File: src/rtl/spi_pkg.sv
// Shared SPI types and defaults used by spi_slave and spi_master.
package spi_pkg;

  localparam int unsigned SPI_DATA_WIDTH = 8;
  localparam int unsigned SPI_LEN_WIDTH  = 4;
  localparam int unsigned SPI_RD_BIT     = SPI_DATA_WIDTH - 1;

  typedef enum logic [1:0] {
    IDLE,
    ADDR,
    DATA,
    WAIT_SS
  } spi_slave_state_t;

endpackage

File: src/rtl/spi_sync_edge.sv
// N-stage synchroniser with single-cycle rise/fall pulses on the synchronised level.
module spi_sync_edge #(
  parameter int unsigned Stages = 2
) (
  input  logic clk,
  input  logic rst_n,
  input  logic i_async,
  output logic o_rise,
  output logic o_fall
);

  logic [Stages-1:0] r_sync;
  logic              r_prev;
  logic              w_level;

  assign w_level = r_sync[Stages-1];

  always_ff @(posedge clk or negedge rst_n) begin
    if (!rst_n) begin
      r_sync <= '0;
      r_prev <= 1'b0;
    end else begin
      r_sync <= {r_sync[Stages-2:0], i_async};
      r_prev <= w_level;
    end
  end

  assign o_rise = w_level & ~r_prev;
  assign o_fall = ~w_level & r_prev;

endmodule

File: src/rtl/spi_slave.sv
// SPI mode-0 responder: address frame then write data or read-back on miso.
// Optional frame_err/err_cnt outputs are enabled by defining SPI_SLAVE_FRAME_ERR_EN.
module spi_slave
  import spi_pkg::*;
#(
  parameter int unsigned DATA_WIDTH  = SPI_DATA_WIDTH,
  parameter int unsigned LEN_WIDTH   = SPI_LEN_WIDTH,
  parameter int unsigned SYNC_STAGES = 2
) (
  input  logic                  clk,
  input  logic                  rst_n,
  input  logic                  sclk,
  input  logic                  mosi,
  input  logic                  ss,
  output logic                  miso,
  output logic                  wr_valid,
  output logic [DATA_WIDTH-1:0] wr_addr,
  output logic [DATA_WIDTH-1:0] wr_data,
  output logic                  rd_req,
  output logic [DATA_WIDTH-1:0] rd_addr,
  input  logic [DATA_WIDTH-1:0] rd_data,
  output logic                  busy
`ifdef SPI_SLAVE_FRAME_ERR_EN
  ,
  output logic                  frame_err,
  output logic [7:0]            err_cnt
`endif
);

  localparam int unsigned RdBit = DATA_WIDTH - 1;

  logic w_sclk_rise, w_sclk_fall, w_ss_rise, w_ss_fall, w_mosi, w_last_bit;
  logic [SYNC_STAGES-1:0] r_mosi_sync;

  spi_slave_state_t      r_state, w_state_d;
  logic [LEN_WIDTH-1:0]  r_bit_cnt, w_bit_cnt_d;
  logic [DATA_WIDTH-1:0] r_addr_sr, w_addr_sr_d;
  logic [DATA_WIDTH-1:0] r_data_sr, w_data_sr_d;
  logic [DATA_WIDTH-1:0] r_tx_sr, w_tx_sr_d;
  logic [DATA_WIDTH-1:0] r_wr_addr, w_wr_addr_d;
  logic [DATA_WIDTH-1:0] r_wr_data, w_wr_data_d;
  logic [DATA_WIDTH-1:0] r_rd_addr, w_rd_addr_d;
  logic r_is_read, w_is_read_d;
  logic r_skip_fall, w_skip_fall_d;
  logic r_wr_valid, w_wr_valid_d;
  logic r_rd_req, w_rd_req_d;
  logic r_miso, w_miso_d;

  spi_sync_edge #(
    .Stages (SYNC_STAGES)
  ) u_sync_ss (
    .clk     (clk),
    .rst_n   (rst_n),
    .i_async (ss),
    .o_rise  (w_ss_rise),
    .o_fall  (w_ss_fall)
  );

  spi_sync_edge #(
    .Stages (SYNC_STAGES)
  ) u_sync_sclk (
    .clk     (clk),
    .rst_n   (rst_n),
    .i_async (sclk),
    .o_rise  (w_sclk_rise),
    .o_fall  (w_sclk_fall)
  );

  // Same depth as the sclk path so mosi is sampled in step with the detected rise.
  always_ff @(posedge clk or negedge rst_n) begin
    if (!rst_n) begin
      r_mosi_sync <= '0;
    end else begin
      r_mosi_sync <= {r_mosi_sync[SYNC_STAGES-2:0], mosi};
    end
  end

  assign w_mosi     = r_mosi_sync[SYNC_STAGES-1];
  assign w_last_bit = (r_bit_cnt == LEN_WIDTH'(DATA_WIDTH - 1));

  always_comb begin
    w_state_d     = r_state;
    w_bit_cnt_d   = r_bit_cnt;
    w_addr_sr_d   = r_addr_sr;
    w_data_sr_d   = r_data_sr;
    w_tx_sr_d     = r_rd_req ? rd_data : r_tx_sr;
    w_is_read_d   = r_is_read;
    w_skip_fall_d = r_skip_fall;
    w_wr_addr_d   = r_wr_addr;
    w_wr_data_d   = r_wr_data;
    w_rd_addr_d   = r_rd_addr;
    w_wr_valid_d  = 1'b0;
    w_rd_req_d    = 1'b0;

    unique case (r_state)
      IDLE: begin
        if (w_ss_fall) begin
          w_state_d   = ADDR;
          w_bit_cnt_d = '0;
        end
      end
      ADDR: begin
        if (w_ss_rise) begin
          w_state_d = IDLE;
        end else if (w_sclk_rise) begin
          w_addr_sr_d = {r_addr_sr[DATA_WIDTH-2:0], w_mosi};
          if (w_last_bit) begin
            w_state_d     = DATA;
            w_bit_cnt_d   = '0;
            w_is_read_d   = w_addr_sr_d[RdBit];
            w_skip_fall_d = 1'b1;
            w_tx_sr_d     = '0;
            if (w_addr_sr_d[RdBit]) begin
              w_rd_req_d  = 1'b1;
              w_rd_addr_d = {1'b0, w_addr_sr_d[DATA_WIDTH-2:0]};
            end
          end else begin
            w_bit_cnt_d = r_bit_cnt + LEN_WIDTH'(1);
          end
        end
      end
      DATA: begin
        if (w_sclk_rise) begin
          w_data_sr_d = {r_data_sr[DATA_WIDTH-2:0], w_mosi};
          if (w_last_bit) begin
            if (!r_is_read) begin
              w_wr_valid_d = 1'b1;
              w_wr_addr_d  = {1'b0, r_addr_sr[DATA_WIDTH-2:0]};
              w_wr_data_d  = w_data_sr_d;
            end
            // A deselect coinciding with the final rise still completes the frame.
            w_state_d = w_ss_rise ? IDLE : WAIT_SS;
          end else begin
            w_bit_cnt_d = r_bit_cnt + LEN_WIDTH'(1);
            if (w_ss_rise) w_state_d = IDLE;
          end
        end else if (w_ss_rise) begin
          w_state_d = IDLE;
        end else if (w_sclk_fall && r_is_read) begin
          // The fall right after the address keeps the MSB up for the first data rise.
          if (r_skip_fall) begin
            w_skip_fall_d = 1'b0;
          end else begin
            w_tx_sr_d = {r_tx_sr[DATA_WIDTH-2:0], 1'b0};
          end
        end
      end
      WAIT_SS: begin
        if (w_ss_rise) w_state_d = IDLE;
      end
      default: w_state_d = IDLE;
    endcase

    w_miso_d = (w_state_d == DATA && w_is_read_d) ? w_tx_sr_d[RdBit] : 1'b0;
  end

  always_ff @(posedge clk or negedge rst_n) begin
    if (!rst_n) begin
      r_state     <= IDLE;
      r_bit_cnt   <= '0;
      r_addr_sr   <= '0;
      r_data_sr   <= '0;
      r_tx_sr     <= '0;
      r_wr_addr   <= '0;
      r_wr_data   <= '0;
      r_rd_addr   <= '0;
      r_is_read   <= 1'b0;
      r_skip_fall <= 1'b0;
      r_wr_valid  <= 1'b0;
      r_rd_req    <= 1'b0;
      r_miso      <= 1'b0;
    end else begin
      r_state     <= w_state_d;
      r_bit_cnt   <= w_bit_cnt_d;
      r_addr_sr   <= w_addr_sr_d;
      r_data_sr   <= w_data_sr_d;
      r_tx_sr     <= w_tx_sr_d;
      r_wr_addr   <= w_wr_addr_d;
      r_wr_data   <= w_wr_data_d;
      r_rd_addr   <= w_rd_addr_d;
      r_is_read   <= w_is_read_d;
      r_skip_fall <= w_skip_fall_d;
      r_wr_valid  <= w_wr_valid_d;
      r_rd_req    <= w_rd_req_d;
      r_miso      <= w_miso_d;
    end
  end

  assign miso     = r_miso;
  assign wr_valid = r_wr_valid;
  assign wr_addr  = r_wr_addr;
  assign wr_data  = r_wr_data;
  assign rd_req   = r_rd_req;
  assign rd_addr  = r_rd_addr;
  assign busy     = (r_state != IDLE);

`ifdef SPI_SLAVE_FRAME_ERR_EN
  logic       w_abort;
  logic       r_frame_err;
  logic [7:0] r_err_cnt;

  assign w_abort = w_ss_rise &&
                   ((r_state == ADDR) || (r_state == DATA && !(w_sclk_rise && w_last_bit)));

  always_ff @(posedge clk or negedge rst_n) begin
    if (!rst_n) begin
      r_frame_err <= 1'b0;
      r_err_cnt   <= '0;
    end else begin
      r_frame_err <= w_abort;
      if (w_abort && r_err_cnt != 8'hFF) r_err_cnt <= r_err_cnt + 8'd1;
    end
  end

  assign frame_err = r_frame_err;
  assign err_cnt   = r_err_cnt;
`endif

endmodule
File: config.mk
export PLATFORM = sky130hd
export DESIGN_NAME = spi_slave
export DESIGN_NICKNAME = d
export VERILOG_FILES = /design/src/rtl/spi_pkg.sv /design/src/rtl/spi_sync_edge.sv /design/src/rtl/spi_slave.sv
export SDC_FILE = /design/constraint.sdc
export NUM_CORES = 1
export LEC_CHECK = 0
export CORE_MARGIN = 10
export CORE_UTILIZATION = 55
export CTS_BUF_LIST = sky130_fd_sc_hd__clkbuf_4
export CTS_CLUSTER_SIZE = 28
export DETAILED_ROUTE_END_ITERATION = 16
export GPL_ROUTABILITY_DRIVEN = 0
export HOLD_SLACK_MARGIN = 0.12
export PLACE_DENSITY = 0.81
export RECOVER_POWER = 50
export SYNTH_ARGS = -nofsm -noshare
export SYNTH_HDL_FRONTEND = slang
export SYNTH_SLANG_ARGS = --single-unit
File: constraint.sdc
create_clock -name clk -period 4 [get_ports clk]
set_input_delay 0.4 -clock clk [delete_from_list [all_inputs] [get_ports clk]]
set_output_delay 0.4 -clock clk [all_outputs]
set_load 0.005 [all_outputs]
Word level (Yosys, flattened, before mapping)
Index checks and enable logic that the tools add are counted.
{"block": "word_totals", "register_bits": 63, "input_bits": 13, "output_inout_bits": 28, "wordCells": 101}
{"block": "op_classes", "n_addsub": 1, "eq_ne": 14, "mux": 46, "bitwise_logic": 10, "reduce_logical": 12}
{"op": "2-to-1 mux 8 bit", "n": 8}
{"op": "2-to-1 mux 4 bit", "n": 6}
{"op": "2-to-1 mux 1 bit", "n": 20}
{"op": "2-to-1 mux 2 bit", "n": 8}
{"op": "case mux 8 bit (2 select lines)", "n": 1}
{"op": "inequality test 2 bit (second input constant)", "n": 6}
{"op": "case mux 4 bit (3 select lines)", "n": 1}
{"op": "case mux 2 bit (4 select lines)", "n": 1}
{"op": "AND reduction 7 bit", "n": 1}
{"op": "equality test 2 bit (second input constant)", "n": 3}
{"op": "inequality test 2 x 1 -> 1 bit (second input constant)", "n": 3}
{"op": "NOT 1 bit", "n": 6}
{"op": "AND reduction 6 bit", "n": 1}
{"op": "AND reduction 5 bit", "n": 1}
{"op": "adder 4 x 1 -> 4 bit (second input constant)", "n": 1}
{"op": "AND 1 bit", "n": 4}
{"op": "equality test 4 x 3 -> 1 bit (second input constant)", "n": 1}
{"op": "AND reduction 4 bit", "n": 1}
{"op": "nonzero test 2 bit", "n": 2}
{"op": "AND reduction 3 bit", "n": 1}
{"op": "nonzero test 3 bit", "n": 1}
{"op": "equality test 2 x 1 -> 1 bit (second input constant)", "n": 1}
{"op": "logical AND 1 bit", "n": 2}
{"op": "logical NOT 2 bit", "n": 1}
{"op": "2 further kinds", "n": 2}

Logic depth before layout (Yosys ltp)
Gate-level depths: netlist (run 1).
{"block": "depth", "depth_word": 9, "depth_mapped": 7, "mapped_depth_nobuf": 6}

Hierarchy
Synthesis (run 1) repeated with hierarchy kept, for this count alone.
{"block": "unflattened", "hier_cells": 196, "hier_area_um2": 2695.1}
{"mod": "spi_slave", "n_inst": 1, "cells_per_inst": 186, "area_per_inst_um2": 2514.9, "seq_area_each_um2": 1426.4}
{"mod": "spi_sync_edge", "n_inst": 2, "cells_per_inst": 5, "area_per_inst_um2": 90.1, "seq_area_each_um2": 75.1}

Worst setup path before layout (run 1)
Ideal clock, no wire load.
{"block": "synth_timing", "path_type": "reg2reg", "from": "reg r_state[1]", "to": "reg r_rd_addr[0] (netlist: rd_addr[0])", "setup_ps": 125, "t_arrival_ps": 1740, "t_required_ps": 3875, "path_slack_ps": 2135, "stages_incl_launch_ff": 8, "path_buffers": 1, "period_less_slack_ps": 1865, "path_cell_list": "dfrtp_1 inv_1 ha_1 clkbuf_2 inv_1 nor3_4 nand3_2 mux2_2"}
{"block": "synth_via", "elab_chain_cells": 2}
{"element": "from (decl)", "line": "spi_slave.sv:35", "rtl": "spi_slave_state_t r_state, w_state_d;"}
{"element": "from (signal assigned)", "line": "spi_slave.sv:173", "rtl": "r_state <= w_state_d;"}
{"element": "equality test 2 x 1 -> 1 bit", "line": "spi_slave.sv:95", "rtl": "unique case (r_state)"}
{"element": "AND reduction 5 bit (no source line)"}
{"element": "to (signal assigned)", "line": "spi_slave.sv:180", "rtl": "r_rd_addr <= w_rd_addr_d;"}
{"element": "to (decl)", "line": "spi_slave.sv:42", "rtl": "logic [DATA_WIDTH-1:0] r_rd_addr, w_rd_addr_d;"}
Every way passes these cells.
A chain may end at the register's enable or synchronous reset.

Worst setup path after layout (run 1)
{"block": "layout_timing", "from": "reg r_state[0]", "to": "reg r_wr_addr[5] (netlist: wr_addr[5])"}
{"block": "layout_via", "elab_chain_cells": 2}
{"element": "equality test 2 bit", "line": "spi_slave.sv:95"}
{"element": "AND reduction 4 bit (no source line)"}
{"element": "to (signal assigned)", "line": "spi_slave.sv:178", "rtl": "r_wr_addr <= w_wr_addr_d;"}
{"element": "to (decl)", "line": "spi_slave.sv:40", "rtl": "logic [DATA_WIDTH-1:0] r_wr_addr, w_wr_addr_d;"}
Every way passes these cells.

==> summary.txt, run 1 <==
Run status
  • Status: finished with violations
  • Failing checks: capacitance limit, slew limit

Timing
  • RSZ-0062 raised after global routing: false
  • Hold Slack: 0.356 ns
  • Setup slack after layout: 1.47 ns
  • Hold Fails Final Rpt: 0
  • Setup TNS: 0 ns
  • Final Setup Violations: 0
  • Final Skew: 0.0183 ns
  • Final worst path period share: 63.2%
  • Max Slew Vio Count: 35
  • Worst-margin pin slew: approximately 1.8 ns
  • Max-slew headroom: -19.1%
  • Max frequency: a little under 0.4 GHz
  • Fin crit period: 2.53 ns

Pwr
  • Power density cells: 414 mW/mm²
  • Leakage Power: 1.54 nW
  • Comb power frac: between 10% and 20%
  • Clock power share: just under 30%
  • Switching Fraction: around 29%
  • Reg power frac: 53.7%
  • Psw: 0.000392 W
  • Internal: 0.000964 W
  • Peak supply drop: 0.000263 V

Synth
  • Post-Synthesis Cells: 200
  • Yosys warns: 0
  • Async SR Flop Fraction: 100%
  • Syn Area/Cell: 13.7 µm²
  • Netlist cell types: between 40 and 50
  • Synth Cell Area: 0.00274 mm²
  • Yosys reg bits: 63
  • EDFF count, synth: 0
  • Register area share after synthesis: 57.6%
  • Top_reg_cell synth: dfrtp_1

Drt
  • Via count: 1,737
  • DRC viols: 0
  • Via/cell ratio: between 5 and 6
  • Post-route ant nets: 0
  • 1st-iter DRT viols: between 150 and 200
  • DRT Wirelength: 5330 µm
  • Drt pass-1 iters: 4
  • DR WL/cell: around 17 µm

Cells and area
  • Layout area overhead: 19.7%
  • Final core utilization: 68.4%
  • Antenna cells: 0
  • Final non-filler cell area: 0.00328 mm²
  • Share of layout cells above drive strength 1: 22.3%
  • Nets: 261
  • Fillers: between 300 and 400
  • Multi-input logic area: 0.00107 mm²
  • Storage cell area: approximately 0.0016 mm²

Global routing
  • Total gr overflow: 0
  • First-pass GRT wire length: 8960 µm
  • Antenna violations before repair: 0
  • Vias in the first global route: 1,756
  • Largest net degree at the start of global routing: 35
  • Global-route usage over all layers: 13.6%

Hold path
  • Cell depth of the worst min-delay path: 0
  • Worst min-delay path class: reg -> reg
  • Worst hold start: u_sync_ss.r_sync[0]$_DFF_PN0_
  • Worst Hold End: u_sync_ss.r_sync[1]$_DFF_PN0_

Worst setup path
  • Crit-path max FO: 16
  • Worst-path cell chain: inv_1 -> ha_1 -> nand2_1 -> or3_1 -> mux2_4
  • Crit Path Category: reg -> reg
  • Crit-path max cell delay: 0.74 ns
  • Startpoint Class: flip-flop
  • Reg2reg end: wr_addr[5]$_DFFE_PN0P_
  • Worst Path Required: 4.28 ns
  • R2R Path Start: r_state[0]$_DFF_PN0_
  • R2R Setup Slk: ~1.5 ns
  • CP Data Arrival Time: about 2.8 ns
  • Worst reg-to-reg path cell count: 5
  • CP endpoint kind: flip-flop
  • Slowest CP cell: or3_1

Clocking
  • CTS tree: yes
  • H-Tree Depth: 3
  • Post-CTS Setup Repair Bufs: 0
  • Root Driver: clkbuf_4
  • Deepest clock path buffer count: 2
  • TritonCTS Buffers: 9
  • Clock transition at the registers of the reported paths: 0.11 ns
  • Clock latency on the worst-skew pair: approximately 0.41 ns
  • TritonCTS sink count: 63

Placed design
  • Port Buf Inserts: 38
  • DP HPWL: 3700 µm
  • Place WS: 1.66 ns
  • Dpl cell area: 0.00315 mm²

Floorplan
  • Core area: 0.00479 mm²
  • Die footprint: 0.00820 mm²
  • Initial Util: between 50% and 60%
  • Io pins: a little over 40
  • FP Rows: 25
  • Die W: roughly 91 µm
  • DIE HEIGHT: roughly 91 µm

Job
  • Max-cap viol count: 1
[cells by family (layout without fill, tap and decap cells)]
kind of cell | Yosys count | in the layout | synth area share, %
flip-flops | 63 | 63 | 57.6
multiplexers | 46 | 46 | 19.7
adder cells (fa/ha/maj) | 5 | 5 | 2.29
buffers and inverters | 19 | 65 | 3.29
AND/OR/NAND/NOR | 36 | 36 | 8.78
other | 1 | 2 | 0.137
AO/OA/AOI/OAI | 30 | 30 | 8.19
[worst max-delay path, delay by kind of cell, from the launching register on]
family | cells | cell delay (ns)
simple gates | 2 | 1.03
flops | 1 | 0.43
mux | 1 | 0.43
fa+ha+maj | 1 | 0.38
buf+inv | 1 | 0.13
[layer usage]
layer | vias up | track usage (%) | share of wire (%) | wire length, µm
met5 | - | 0 | 0 | 0
li1 | 808 | - | - | -
met4 | 0 | 5.31 | 1.8 | 96
met2 | 59 | 20.8 | 47 | 2520
met3 | 10 | 6.40 | 6.8 | 363
met1 | 860 | 16.2 | 44 | 2350
[power groups by stage]
stage	Clock, W	Combinational (W)	Sequential (W)
final	0.000398	0.000231	0.000728
after detailed placement	0	0.000224	0.000741
after CTS	0.000406	0.000230	0.000728
after global placement	0	0.000219	0.000737
after floorplan	0	0.000161	0.000727
after global routing	0.000439	0.000256	0.000737
[how the worst max path moves through the flow]
| stage | startpoint | endpoint | cells past startpoint |
|---|---|---|---|
| 4_1_cts | r_state[0]$_DFF_PN0_ | wr_addr[5]$_DFFE_PN0P_ | 5 |
| 3_5_place_dp | r_state[0]$_DFF_PN0_ | wr_addr[5]$_DFFE_PN0P_ | 5 |
| 6_report | r_state[0]$_DFF_PN0_ | wr_addr[5]$_DFFE_PN0P_ | 5 |
| 5_1_grt | r_state[0]$_DFF_PN0_ | wr_addr[0]$_DFFE_PN0P_ | 5 |
| 2_1_floorplan | r_state[1]$_DFF_PN0_ | rd_addr[0]$_DFFE_PN0P_ | 7 |
| 3_3_place_gp | r_state[0]$_DFF_PN0_ | wr_addr[4]$_DFFE_PN0P_ | 5 |
[area by class of cell]
| cell class | instances | share of cell area [%] |
|---|---|---|
| well taps | 67 | 2.56 |
| multi-input cells | 119 | 32.5 |
| inverters | 10 | 1.15 |
| clock buffers | 9 | 2.06 |
| repair buffers | 40 | 12.0 |
| flip-flops and latches | 63 | 48.1 |
| clock inverters | 6 | 1.60 |
[repair_timing]
item | 4_1_cts | 5_1_grt
hold endpoints to repair | 33 | 0
hold buffers | 1 | 0
gates resized for setup | 0 | 0
[per-stage QoR]
step                total power, W  cells
floorplan                 0.000888    201
global placement          0.000956    298
detailed placement        0.000965    298
CTS                        0.00136    314
global route               0.00143    314
finish                     0.00136    314
[synth_stat cells (2+ instances only)]
master,n,area [µm²]
dfrtp_1,63,1580
mux2_2,27,304
inv_1,10,37.5
mux2i_1,10,100
mux2_4,9,135
o21ai_0,8,40.0
o2bb2ai_1,7,61.3
ha_1,5,62.6
nand2_1,5,18.8
nor2_1,4,15.0
a21oi_1,3,15.0
and3_1,3,18.8
clkbuf_1,3,11.3
nand2b_1,3,18.8
buf_2,2,10.0
buf_4,2,15.0
nand3b_1,2,15.0
nor2b_1,2,12.5
nor3_1,2,10.0
nor3b_1,2,15.0
o2111ai_1,2,17.5
[registers in the layout, indices dropped and copies added (netlist names), 2 cells and up]
| name | count |
|---|---|
| r_addr_sr | 7 |
| r_bit_cnt | 4 |
| r_data_sr | 7 |
| r_mosi_sync | 2 |
| r_state | 2 |
| r_tx_sr | 8 |
| rd_addr | 7 |
| u_sync_sclk.r_sync | 2 |
| u_sync_ss.r_sync | 2 |
| wr_addr | 7 |
| wr_data | 8 |
[layout by cell type, fill, tap and decap left out, drive strengths merged, types with 2 or more instances in the layout]
cell type      netlist  layout
nor3                 3       3
nand3b               2       2
o21ai                8       8
mux2i               10      10
nor3b                2       2
clkbuf               4      10
a21oi                3       3
nand2                6       6
dfrtp               63      63
mux2                36      36
ha                   5       5
nand2b               3       3
o2111ai              2       2
inv                 10      10
dlygate4sd3          0       4
clkdlybuf4s50        0      34
nor2b                2       2
and3                 3       3
conb                 1       2
o2bb2ai              7       7
nor2                 4       4
nand3                2       2
clkinv               0       5
No activity file was read; power rests on OpenSTA's default activity.
==> inputs of run 2 (changes only) <==
Clock period 4 ns to 2.63 ns, I/O delays scaled along.
==> run 2 against run 1 <==
The flow still finishes with violations (capacitance limit, slew limit). Via count decreased by 1.3%. Clock skew down 0.0057 ns. Final cell count grew 0.32%. Routed wire length decreased by 4.4%. Clock power up 33%. First-iteration DRC count decreased by 65%. Register-to-register slack lost 1.2 ns. Critical endpoint is now wr_addr[3]$_DFFE_PN0P_. Largest cell class unchanged.
==> summary.txt, run 2 (synthesis gave the netlist of run 1 again) <==
Timing
  • Hold Fails Final Rpt: 0 (unchanged)
  • Final Skew: 0.0126 ns (was 0.0183 ns)
  • Final worst path period share: 88.2% (was 63.2%)
  • Hold Slack: 0.355 ns (was 0.356 ns)
  • Fin crit period: 2.32 ns (was 2.53 ns)
  • Max frequency: 0.431 GHz (was 0.395 GHz)
  • Worst-margin pin slew: 1.70 ns (was 1.79 ns)
  • Setup slack after layout: 0.310 ns (was 1.47 ns)
  • Max Slew Vio Count: 30 (was 35)
  • RSZ-0062 raised after global routing: false (unchanged)
  • Final Setup Violations: 0 (unchanged)
  • Max-slew headroom: -13.3% (was -19.1%)
  • Setup TNS: 0 ns (unchanged)

Placed design
  • Port Buf Inserts: 38 (unchanged)
  • Place WS: 0.322 ns (was 1.66 ns)
  • DP HPWL: 3680 µm (was 3700 µm)
  • Dpl cell area: 0.00317 mm² (was 0.00315 mm²)

Floorplan
  • Die footprint: 0.00820 mm² (unchanged)
  • Die W: 90.5 µm (unchanged)
  • Initial Util: 57.2% (unchanged)
  • Core area: 0.00479 mm² (unchanged)
  • DIE HEIGHT: 90.5 µm (unchanged)
  • FP Rows: 25 (unchanged)
  • Io pins: 41 (unchanged)

Worst setup path
  • CP Data Arrival Time: 2.59 ns (was 2.81 ns)
  • Crit Path Category: reg -> reg (unchanged)
  • CP endpoint kind: flip-flop (unchanged)
  • R2R Path Start: r_state[0]$_DFF_PN0_ (unchanged)
  • Reg2reg end: wr_addr[3]$_DFFE_PN0P_ (was wr_addr[5]$_DFFE_PN0P_)
  • Worst reg-to-reg path cell count: 5 (unchanged)
  • R2R Setup Slk: 0.31 ns (was 1.47 ns)
  • Crit-path max FO: 16 (unchanged)
  • Startpoint Class: flip-flop (unchanged)
  • Worst Path Required: 2.90 ns (was 4.28 ns)

Clocking
  • TritonCTS Buffers: 9 (unchanged)
  • Root Driver: clkbuf_4 (unchanged)
  • TritonCTS sink count: 63 (unchanged)
  • Clock transition at the registers of the reported paths: 0.09 ns (was 0.11 ns)
  • CTS resizes: 0 (unchanged)
  • CTS tree: yes (unchanged)
  • Clock latency on the worst-skew pair: 0.39 ns (was 0.41 ns)
  • H-Tree Depth: 3 (unchanged)
  • Deepest clock path buffer count: 2 (unchanged)

Global routing
  • Antenna violations before repair: 0 (unchanged)
  • First-pass GRT wire length: 8510 µm (was 8960 µm)
  • Total gr overflow: 0 (unchanged)
  • Global-route usage over all layers: 12.9% (was 13.6%)
  • Largest net degree at the start of global routing: 35 (unchanged)
  • Vias in the first global route: 1,814 (was 1,756)

Hold path
  • Worst min-delay path class: reg -> reg (unchanged)
  • Worst Hold End: r_mosi_sync[1]$_DFF_PN0_ (was u_sync_ss.r_sync[1]$_DFF_PN0_)
  • Cell depth of the worst min-delay path: 0 (unchanged)
  • Worst hold start: r_mosi_sync[0]$_DFF_PN0_ (was u_sync_ss.r_sync[0]$_DFF_PN0_)

Pwr
  • Power density cells: 602 mW/mm² (was 414 mW/mm²)
  • Peak supply drop: 0.000467 V (was 0.000263 V)
  • Leakage Power: 1.57 nW (was 1.54 nW)

Cells and area
  • Storage cell area: 0.00158 mm² (unchanged)
  • Multi-input logic area: 0.00107 mm² (about the same)
  • Antenna cells: 0 (unchanged)
  • Fillers: 335 (was 364)
  • Layout area overhead: 20.2% (was 19.7%)
  • Final non-filler cell area: 0.00329 mm² (was 0.00328 mm²)
  • Share of layout cells above drive strength 1: 23.4% (was 22.3%)
  • Nets: 262 (was 261)
  • Most common cell after layout, fill and taps aside: dfrtp_1 (unchanged)
  • Most frequent cells in the layout: 63 x dfrtp_1, 29 x clkdlybuf4s50_1, 27 x mux2_2, 13 x clkbuf_4 (was 63 x dfrtp_1, 34 x clkdlybuf4s50_1, 27 x mux2_2, 10 x inv_1, 10 x mux2i_1)

Drt
  • DR WL/cell: 16.2 µm (was 17.0 µm)
  • Post-route ant nets: 0 (unchanged)
  • 1st-iter DRT viols: 65 (was 186)
  • Drt pass-1 iters: 4 (unchanged)
  • DRC viols: 0 (unchanged)
  • Via count: 1,714 (was 1,737)
  • Via/cell ratio: 5.44 (was 5.53)
  • DRT Wirelength: 5100 µm (was 5330 µm)

Job
  • Max-cap viol count: 1 (unchanged)

Run status
  • Status: finished with violations (unchanged)
  • Failing checks: capacitance limit, slew limit (unchanged)
-- run 2: changes by cell type in the layout (fill, tap and decap cells not counted) --
cell             previous run  this run
clkinv_2                    3         1
dlygate4sd3_1               4         9
nand2_1                     6         5
clkbuf_4                    9        13
clkdlybuf4s50_1            34        29
buf_12                      0         1
nand2_4                     0         1
bufinv_16                   1         0
clkinv_1                    2         1
-- run 2: how the worst max path moves through the flow --
stage	cells past startpoint	slack, ns	start	endpoint
after global placement	5	0.36	r_state[0]$_DFF_PN0_	wr_addr[6]$_DFFE_PN0P_
after global routing	5	0.14	r_state[0]$_DFF_PN0_	wr_addr[3]$_DFFE_PN0P_
after CTS	5	0.31	r_state[0]$_DFF_PN0_	wr_addr[5]$_DFFE_PN0P_
final	5	0.31	r_state[0]$_DFF_PN0_	wr_addr[3]$_DFFE_PN0P_
after floorplan	7	0.77	r_state[1]$_DFF_PN0_	rd_addr[0]$_DFFE_PN0P_
after detailed placement	5	0.32	r_state[0]$_DFF_PN0_	wr_addr[5]$_DFFE_PN0P_
-- run 2: power by group --
group          internal, W  switching, W  total, W
clock             0.000228      0.000301  0.000530
sequential         0.00104     0.0000641   0.00111
combinational     0.000155      0.000190  0.000345
-- run 2: routing by layer --
metal | share of wire (%) | vias up | wire length (µm) | global-route usage [%]
met1 | 43 | 833 | 2210 | 14.3
met2 | 47 | 52 | 2390 | 20.1
met4 | 2.0 | 0 | 102 | 5.97
met5 | 0 | - | 0 | 0
li1 | - | 819 | - | -
met3 | 7.7 | 10 | 394 | 6.57
-- run 2: stage by stage --
step	cells	total power [W]	util [%]
4_1_cts	315	0.00201	68.8
5_1_grt	315	0.00210	68.7
6_report	315	0.00198	68.7
3_3_place_gp	299	0.00146	66.3
3_5_place_dp	299	0.00147	66.3
2_1_floorplan	201	0.00135	-
-- run 2: area by class of cell --
| type | instances | area share (%) |
|---|---|---|
| flip-flops and latches | 63 | 47.9 |
| inverters | 10 | 1.14 |
| clock inverters | 2 | 0.266 |
| well taps | 67 | 2.55 |
| multi-input cells | 119 | 32.6 |
| clock buffers | 13 | 2.97 |
| repair buffers | 41 | 12.5 |
-- run 2: worst max-delay path, stage by stage, from the launching register on --
cell and delay [ns]:
dfrtp_1 0.41, inv_1 0.12, ha_1 0.41, nand2_4 0.15, or3_1 0.69, mux2_4 0.42
-- run 2: timing repair --
| item | 4_1_cts | 5_1_grt |
|---|---|---|
| endpoints found under the hold margin | 29 | 0 |
| setup buffers | 0 | 0 |
| hold buffers | 1 | 0 |
==> inputs of run 3 (changes only) <==
Settings changed: ABC_CLOCK_PERIOD_IN_PS set to 2630, CORE_UTILIZATION 55 to 40, PLACE_DENSITY 0.81 to unset.
==> run 3 against run 2 <==
The run still ends with capacitance limit, slew limit left. Count of clock-buffer cells in the layout shrank 2. Critical path type unchanged. Utilization decreased by 20 points. Largest cell class unchanged. Hold slack improved by 0.0025 ns. Worst setup slack got worse by 0.047 ns. Critical endpoint is now wr_addr[1]$_DFFE_PN0P_. Sequential power about the same.
==> summary.txt, run 3 (synthesis gave the netlist of run 1 again) <==
Run status
  • Status: finished with violations (unchanged)
  • Failing checks: capacitance limit, slew limit (unchanged)

Worst setup path
  • Crit-path max FO: 16 (unchanged)
  • Worst Path Required: 2.92 ns (was 2.90 ns)
  • Slowest CP cell: or3_1 (unchanged)
  • Crit-path max cell delay: 0.70 ns (was 0.69 ns)
  • Worst reg-to-reg path cell count: 5 (unchanged)
  • Crit path buf inv count: 1 (unchanged)
  • R2R Path Start: r_state[0]$_DFF_PN0_ (unchanged)
  • Worst-path cell chain: inv_1 -> ha_1 -> nand2_4 -> or3_1 -> mux2_4 (unchanged)
  • Startpoint Class: flip-flop (unchanged)
  • Crit Path Category: reg -> reg (unchanged)
  • R2R Setup Slk: 0.26 ns (was 0.31 ns)
  • Reg2reg end: wr_addr[1]$_DFFE_PN0P_ (was wr_addr[3]$_DFFE_PN0P_)
  • CP endpoint kind: flip-flop (unchanged)
  • CP Data Arrival Time: 2.66 ns (was 2.59 ns)
  • Delay-heaviest family, CP: simple AND/OR/NAND/NOR gates (unchanged)

Timing
  • Hold Fails Final Rpt: 0 (unchanged)
  • Setup TNS: 0 ns (unchanged)
  • Max Slew Vio Count: 32 (was 30)
  • Final Setup Violations: 0 (unchanged)
  • Max-slew headroom: -6.73% (was -13.3%)
  • Final Skew: 0.00943 ns (was 0.0126 ns)
  • Final worst path period share: 90.0% (was 88.2%)
  • RSZ-0062 raised after global routing: false (unchanged)
  • Hold Slack: 0.357 ns (was 0.355 ns)
  • Max frequency: 0.422 GHz (was 0.431 GHz)
  • Fin crit period: 2.37 ns (was 2.32 ns)
  • Worst-margin pin slew: 1.60 ns (was 1.70 ns)

Hold path
  • Worst hold start: u_sync_sclk.r_sync[0]$_DFF_PN0_ (was r_mosi_sync[0]$_DFF_PN0_)
  • Cell depth of the worst min-delay path: 0 (unchanged)
  • Worst min-delay path class: reg -> reg (unchanged)
  • Worst Hold End: u_sync_sclk.r_sync[1]$_DFF_PN0_ (was r_mosi_sync[1]$_DFF_PN0_)

Floorplan
  • Die footprint: 0.0105 mm² (was 0.00820 mm²)
  • Initial Util: 40.7% (was 57.2%)
  • DIE HEIGHT: 103 µm (was 90.5 µm)
  • FP Rows: 30 (was 25)
  • Io pins: 41 (unchanged)
  • Core area: 0.00672 mm² (was 0.00479 mm²)
  • Die W: 103 µm (was 90.5 µm)

Global routing
  • Vias in the first global route: 1,849 (was 1,814)
  • Global-route usage over all layers: 11.3% (was 12.9%)
  • First-pass GRT wire length: 9230 µm (was 8510 µm)
  • Largest net degree at the start of global routing: 32 (was 35)
  • Total gr overflow: 0 (unchanged)
  • Antenna violations before repair: 0 (unchanged)

Cells and area
  • Fillers: 606 (was 335)
  • Storage cell area: 0.00158 mm² (unchanged)
  • Nets: 263 (was 262)
  • Most common cell after layout, fill and taps aside: dfrtp_1 (unchanged)
  • Final Non-Filler Cells: 330 (was 315)
  • Layout area overhead: 20.5% (was 20.2%)
  • Share of layout cells above drive strength 1: 23.6% (was 23.4%)
  • Antenna cells: 0 (unchanged)
  • Most frequent cells in the layout: 63 x dfrtp_1, 29 x clkdlybuf4s50_1, 27 x mux2_2, 11 x clkbuf_4 (was 63 x dfrtp_1, 29 x clkdlybuf4s50_1, 27 x mux2_2, 13 x clkbuf_4)
  • Multi-input logic area: 0.00107 mm² (unchanged)

Clocking
  • CTS tree: yes (unchanged)
  • TritonCTS Buffers: 9 (unchanged)
  • H-Tree Depth: 3 (unchanged)
  • Clock latency on the worst-skew pair: 0.41 ns (was 0.39 ns)
  • Root Driver: clkbuf_4 (unchanged)
  • Post-CTS Setup Repair Bufs: 0 (unchanged)
  • Deepest clock path buffer count: 2 (unchanged)
  • Clock transition at the registers of the reported paths: 0.10 ns (was 0.09 ns)
  • TritonCTS sink count: 63 (unchanged)

Drt
  • DRC viols: 0 (unchanged)
  • DRT Wirelength: 5420 µm (was 5100 µm)
  • Post-route ant nets: 0 (unchanged)
  • Via/cell ratio: 5.23 (was 5.44)
  • 1st-iter DRT viols: 88 (was 65)
  • DR WL/cell: 16.4 µm (was 16.2 µm)
  • Drt pass-1 iters: 4 (unchanged)
  • Via count: 1,727 (was 1,714)

Job
  • Max-cap viol count: 1 (unchanged)

Pwr
  • Leakage Power: 1.57 nW (about the same)
  • Peak supply drop: 0.000227 V (was 0.000467 V)
  • Tot Pwr: 0.00201 W (was 0.00198 W)
  • Power density cells: 609 mW/mm² (was 602 mW/mm²)

Placed design
  • DP HPWL: 3770 µm (was 3680 µm)
  • Port Buf Inserts: 38 (unchanged)
  • Inst Count DP: 313 (was 299)
## run 3: changes by cell type in the layout (fill, tap and decap cells not counted), sizes merged
cell and change:
buf -1, clkinv +2, clkinvlp +1
## run 3: how the worst max path moves through the flow
stage / from / endpoint / cells past startpoint / slack, ns
global placement: r_state[0]$_DFF_PN0_ / wr_addr[6]$_DFFE_PN0P_ / 5 / 0.33
CTS: r_state[0]$_DFF_PN0_ / wr_addr[6]$_DFFE_PN0P_ / 5 / 0.25
finish: r_state[0]$_DFF_PN0_ / wr_addr[1]$_DFFE_PN0P_ / 5 / 0.26
global route: r_state[0]$_DFF_PN0_ / wr_addr[6]$_DFFE_PN0P_ / 5 / 0.08
detailed placement: r_state[0]$_DFF_PN0_ / wr_addr[6]$_DFFE_PN0P_ / 5 / 0.26
floorplan: r_state[1]$_DFF_PN0_ / rd_addr[0]$_DFFE_PN0P_ / 7 / 0.77
## run 3: area by class of cell
type,count,area share [%]
Multi-Input combinational cell,119,32.6
Sequential cell,63,47.8
Clock inverter,5,0.759
Clock buffer,11,2.50
Tap cell,80,3.04
Inverter,10,1.14
Timing Repair Buffer,42,12.2
## run 3: report_power, final
part / internal, W / total [W] / switching [W]
registers: 0.00104 / 0.00111 / 0.0000646
clock network: 0.000206 / 0.000555 / 0.000348
logic: 0.000154 / 0.000347 / 0.000193
## run 3: through the flow
stage               cell area, µm²  worst slack, ns  utilization, %
floorplan                     2740            0.765               -
global placement              3190            0.329            47.4
detailed placement            3190            0.257            47.4
CTS                           3300            0.246            49.2
global route                  3300           0.0805            49.1
finish                        3300            0.263            49.1
## run 3: what timing repair did
item	CTS	global route
endpoints found under the hold margin	29	0
gates resized for setup	0	0
hold buffers	1	0
## run 3: metal layers
| metal | part of all wire, % | vias up | global-route usage, % |
|---|---|---|---|
| met5 | 0 | - | 0 |
| met1 | 45 | 867 | 14.2 |
| met4 | 1.5 | 0 | 6.51 |
| met3 | 8.5 | 7 | 4.56 |
| li1 | - | 807 | - |
| met2 | 45 | 46 | 16.0 |
